### src/rtl/cpu_pkg.sv
// Shared constants and the bus-select encoding used by the bus and the control unit.
package cpu_pkg;

  localparam int DATA_W   = 16;
  localparam int NARROW_W = 8;

  typedef enum logic [2:0] {
    SEL_IDLE = 3'd0,
    SEL_R    = 3'd1,
    SEL_DR   = 3'd2,
    SEL_TR   = 3'd3,
    SEL_PC   = 3'd4,
    SEL_AC   = 3'd5,
    SEL_DM   = 3'd6,
    SEL_IM   = 3'd7
  } bus_sel_e;

endpackage

### src/rtl/bus_mux.sv
// Combinational 7:1 source select; narrow sources are zero-extended to the bus width.
module bus_mux
  import cpu_pkg::*;
#(
  parameter int DATA_W   = cpu_pkg::DATA_W,
  parameter int NARROW_W = cpu_pkg::NARROW_W
) (
  input  logic [2:0]          sel_i,
  input  logic [NARROW_W-1:0] r_i,
  input  logic [NARROW_W-1:0] dr_i,
  input  logic [DATA_W-1:0]   tr_i,
  input  logic [NARROW_W-1:0] pc_i,
  input  logic [DATA_W-1:0]   ac_i,
  input  logic [NARROW_W-1:0] dm_i,
  input  logic [NARROW_W-1:0] im_i,
  output logic [DATA_W-1:0]   mux_o,
  output logic                active_o
);

  // Pick the narrow source first so zero-extension is written once and works when NARROW_W == DATA_W.
  logic [NARROW_W-1:0] narrowSel;
  logic                useWide;
  logic [DATA_W-1:0]   wideSel;

  always_comb begin
    narrowSel = '0;
    wideSel   = '0;
    useWide   = 1'b0;
    active_o  = 1'b1;
    case (sel_i)
      SEL_R:   narrowSel = r_i;
      SEL_DR:  narrowSel = dr_i;
      SEL_TR:  begin wideSel = tr_i; useWide = 1'b1; end
      SEL_PC:  narrowSel = pc_i;
      SEL_AC:  begin wideSel = ac_i; useWide = 1'b1; end
      SEL_DM:  narrowSel = dm_i;
      SEL_IM:  narrowSel = im_i;
      default: active_o = 1'b0;
    endcase
  end

  always_comb begin
    mux_o = '0;
    if (useWide) begin
      mux_o = wideSel;
    end else begin
      mux_o[NARROW_W-1:0] = narrowSel;
    end
  end

endmodule

### src/rtl/bus.sv
// Central datapath bus: registered one-cycle view of the selected source plus a valid flag.
module bus
  import cpu_pkg::*;
#(
  parameter int DATA_W   = cpu_pkg::DATA_W,
  parameter int NARROW_W = cpu_pkg::NARROW_W
) (
  input  logic                clk,
  input  logic                rst_n,
  input  logic [2:0]          read_en,
  input  logic [NARROW_W-1:0] r,
  input  logic [NARROW_W-1:0] dr,
  input  logic [DATA_W-1:0]   tr,
  input  logic [NARROW_W-1:0] pc,
  input  logic [DATA_W-1:0]   ac,
  input  logic [NARROW_W-1:0] dm,
  input  logic [NARROW_W-1:0] im,
  output logic [DATA_W-1:0]   busout,
  output logic                bus_valid
);

  logic [DATA_W-1:0] muxOut;
  logic              muxActive;
  logic [DATA_W-1:0] busout_d, busout_q;
  logic              valid_d, valid_q;

  bus_mux #(
    .DATA_W  (DATA_W),
    .NARROW_W(NARROW_W)
  ) u_mux (
    .sel_i   (read_en),
    .r_i     (r),
    .dr_i    (dr),
    .tr_i    (tr),
    .pc_i    (pc),
    .ac_i    (ac),
    .dm_i    (dm),
    .im_i    (im),
    .mux_o   (muxOut),
    .active_o(muxActive)
  );

  // Idle keeps the last value on the bus but drops valid.
  always_comb begin
    busout_d = busout_q;
    valid_d  = muxActive;
    if (muxActive) begin
      busout_d = muxOut;
    end
  end

  always_ff @(posedge clk or negedge rst_n) begin
    if (!rst_n) begin
      busout_q <= '0;
      valid_q  <= 1'b0;
    end else begin
      busout_q <= busout_d;
      valid_q  <= valid_d;
    end
  end

  assign busout    = busout_q;
  assign bus_valid = valid_q;

endmodule

### config.mk
export PLATFORM = sky130hd
export DESIGN_NAME = bus
export DESIGN_NICKNAME = d
export VERILOG_FILES = /design/src/rtl/cpu_pkg.sv /design/src/rtl/bus_mux.sv /design/src/rtl/bus.sv
export SDC_FILE = /design/constraint.sdc
export NUM_CORES = 1
export LEC_CHECK = 0
export BUFFER_PORTS_ARGS = -buffer_cell sky130_fd_sc_hd__clkbuf_2
export CORE_ASPECT_RATIO = 0.8
export CORE_MARGIN = 1.5
export CORE_UTILIZATION = 45
export CTS_BUF_LIST = sky130_fd_sc_hd__clkbuf_4 sky130_fd_sc_hd__clkbuf_8
export DETAILED_ROUTE_END_ITERATION = 16
export PLACE_DENSITY_LB_ADDON = 0.3
export SLEW_MARGIN = 15
export SYNTH_ARGS = -nofsm -noshare
export SYNTH_HDL_FRONTEND = slang
export SYNTH_HIERARCHICAL = 1
export SYNTH_SLANG_ARGS = --single-unit
export TNS_END_PERCENT = 20
### constraint.sdc
create_clock -name clk -period 1.05 [get_ports clk]
set_input_delay 0.21 -clock clk [delete_from_list [all_inputs] [get_ports clk]]
set_output_delay 0.21 -clock clk [all_outputs]
set_load 0.03 [all_outputs]
==> results.txt <==
----------------------------------------------------
[Clock network]
  TritonCTS clock tree ... built
  Clock-pin slew reported for the worst setup and hold paths after clock tree synthesis ... 0.11 ns
  Source-to-sink clock delay at the later pin of the worst-skew pair ... 0.28 ns
  Buffer cell driving the clock tree root ... clkbuf_4
  TritonCTS buffer count ... 3
  Total number of H-tree levels ... 1
  Total clock sinks ... 17
  Number of buffers on the longest clock path ... 2

[Drt]
  Vias after detailed routing ... 1353
  Per-cell routed wire length ... 16.2 µm
  Via-per-instance ratio ... 5.48
  Number of optimization iterations in the first detailed-route pass ... 4
  Post-route DRC violation count ... 0
  Overall routed net length ... 4000 µm
  Iteration-0 DRC count of the detailed router ... 34
  Highest metal layer with signal wires ... met4
  Length of routed met2 wiring ... 2150 µm
  M1 WL ... 1570 µm
  Number of nets with antenna violations after detailed routing ... 0
  Met3 wire length ... 225 µm

[Floorplan]
  Site row count ... 17
  Ports ... 94
  Core ar. ... 0.00274 mm²
  Total Die Area ... 0.00319 mm²
  Chip Height ... 50.8 µm
  Die Span X ... 62.8 µm
  Initial Util ... 46.9%

[Final layout]
  Register area ... 425 µm²
  Post-layout instance count excluding filler cells ... 247
  Share of final-layout standard cells stronger than drive strength 1 ... 71.8%
  Final net count ... 287
  Number of antenna cells inserted ... 0
  Total area of multi-input combinational cells ... 817 µm²
  Layout overhead on the synthesized area ... 65.4%
  Fill count ... 190

[Setup path]
  Endpoint of the worst register-to-register path ... busout[7]
  Type of the setup path with the least slack ... in2reg
  Data required time of the critical path ... 1.24 ns
  Worst Reg2Reg Path Length in Cells ... 2
  Reg-to-reg critical path startpoint ... busout[7]
  Worst Setup Start Kind ... input pin
  CP arrival ... 1.35 ns
  Critical-path maximum fanout ... 8
  Worst Setup End Kind ... register
  Register-to-register path setup slack ... 0.11 ns

[Pwr]
  Power per cell area ... 949 mW/mm²
  Maximum VDD drop ... 0.000713 V
  Leakage dissipation ... 1.09 nW

[GRT]
  Vias in the first global route ... 1402
  Remaining Overflow, GRT ... 0
  Wire length of the first global-routing pass ... 6350 µm
  Number of antenna violations at the first check in global routing ... 0
  Global router's overall resource usage ... 25.5%
  Maximum number of pins on one net before global-route repair ... 18

[Timing]
  Worst slew slack as a fraction of its limit ... 70.6%
  Max Clock Freq ... 0.859 GHz
  Number of slew-limit violations in the final report ... 0
  Least-Margin Pin Slew ... 0.441 ns
  Setup repair after global routing missed its margin ... true
  Setup skew after layout ... 0 ns
  PnR worst setup slack ... -0.114 ns
  Endpoints failing hold ... 0
  Period utilization ... 111%
  Final number of setup-violating endpoints ... 30
  Final min period ... 1.16 ns

[Placement]
  Post-Place Worst Slack ... -0.496 ns
  Post-Place Cells ... 240
  Port Buffers ... 93
  Estimated wirelength of the detail-placed design ... 2840 µm
  Final weighted congestion of routability-driven global placement ... 0.754

[Run status]
  Violations in the final reports ... setup timing
  Status ... complete, but fails checks

[Hold path]
  Cells on Worst Hold Path ... 3
  Worst hold path endpoint ... busout[14]
  Start point of the worst min-delay path ... ac[14]
  HP Class ... in2reg

[Yosys]
  Combined area of all synthesized cells ... 0.00129 mm²
  Post-Syn Instances ... 109
  Share of flip-flops with an asynchronous set or reset ... 100%
  Largest cells by area after synthesis ... dfrtp_1 33%, mux2_4 13%, mux2_2 11%
  Sequential share of the synthesized area ... 33.0%
  Number of enable-type register cells in the synthesized netlist ... 0
  Largest area contributor in the netlist ... dfrtp_1
  Most frequent cells after synthesis ... 17 x dfrtp_1, 13 x mux2_2, 11 x mux2_4
  Number of distinct library cell variants in the gate-level netlist after synthesis ... 30
  Number of flip-flops and latches in the synthesized netlist ... 17
  Flip-flop cell with the highest count after synthesis ... dfrtp_1
  Share of the synthesized area in the top cell type ... 33.0%
  Synthesized area per cell ... 11.8 µm²
  Number of nets produced by synthesis ... 186
  Most frequent cell after synthesis ... dfrtp_1
  Count of synthesis-stage warnings from yosys ... 6

[Run]
  Max-cap check violation count ... 0

----------------------------------------------------
report_power, final:
part	switching (mW)	internal, mW
clock	0.210	0.174
sequential	0.0608	0.715
combinational	0.367	0.496
layout make-up:
class,instances,area share (%)
timing repair buffer,108,37.7
multi-input combinational,78,38.4
sequential,17,20.0
clock buffer,4,1.41
inverter,2,0.353
tap,38,2.23
critical path, stage by stage:
cell	delay [ns]
buf_8	0.10
buf_8	0.13
mux2_4	0.31
a32oi_2	0.17
o211ai_1	0.14
mux2_4	0.29
cells in the final DEF, fill, tap and decap left out, types with 3 or more instances in the layout:
master,n
clkbuf_4,4
mux2_4,16
buf_4,11
mux2_2,8
o211ai_1,6
a22oi_1,5
dfrtp_1,17
a22oi_2,5
nand3b_1,3
clkbuf_2,73
a22o_1,8
buf_8,19
registers in the layout, indices dropped and copies added, names as in the netlist:
name,cells
busout,16
bus_valid,1
cell families (layout without fill, tap and decap cells):
logic type	count (synthesis)	count (layout)	share of synthesized area, %
AND/OR/NAND/NOR	15	15	8.46
multiplexers	26	26	26.7
AO/OA/AOI/OAI	37	37	23.1
buffers and inverters	14	114	8.65
flip-flops	17	17	33.0
per-stage QoR:
stage	hold slack, ns	area [µm²]	TNS, ns	total power [mW]	util [%]
2_1_floorplan	-0.0856	1310	-5.50	1.17	-
3_3_place_gp	0.161	1800	-6.48	1.42	65.8
3_5_place_dp	0.174	1800	-6.95	1.44	65.8
4_1_cts	0.248	2070	-1.19	1.96	75.5
5_1_grt	0.250	2130	-1.64	2.12	77.6
6_report	0.257	2130	-0.891	2.02	77.6
routing by layer:
layer | vias up | GRT usage, %
li1 | 629 | -
met1 | 662 | 29.7
met5 | - | 0
met2 | 56 | 47.8
met4 | 0 | 7.04
met3 | 6 | 5.73
worst max-delay path by stage:
stage | cells after the start | to | slack [ns] | from
floorplan | 6 | busout[10] | -0.40 | read_en[1]
global placement | 6 | busout[3] | -0.43 | read_en[1]
detailed placement | 6 | busout[4] | -0.50 | read_en[0]
CTS | 6 | busout[4] | -0.09 | read_en[0]
global route | 6 | busout[4] | -0.12 | read_en[0]
finish | 6 | busout[4] | -0.11 | read_en[0]
what timing repair did:
item	CTS	global route
hold endpoints to repair	17	0
hold buffers	1	0
gates cloned	0	0
endpoints found under the setup margin	33	33
resized for setup	50	24
setup buffers	1	1
pin swaps	9	7
Power figures use the tool's default switching activity.
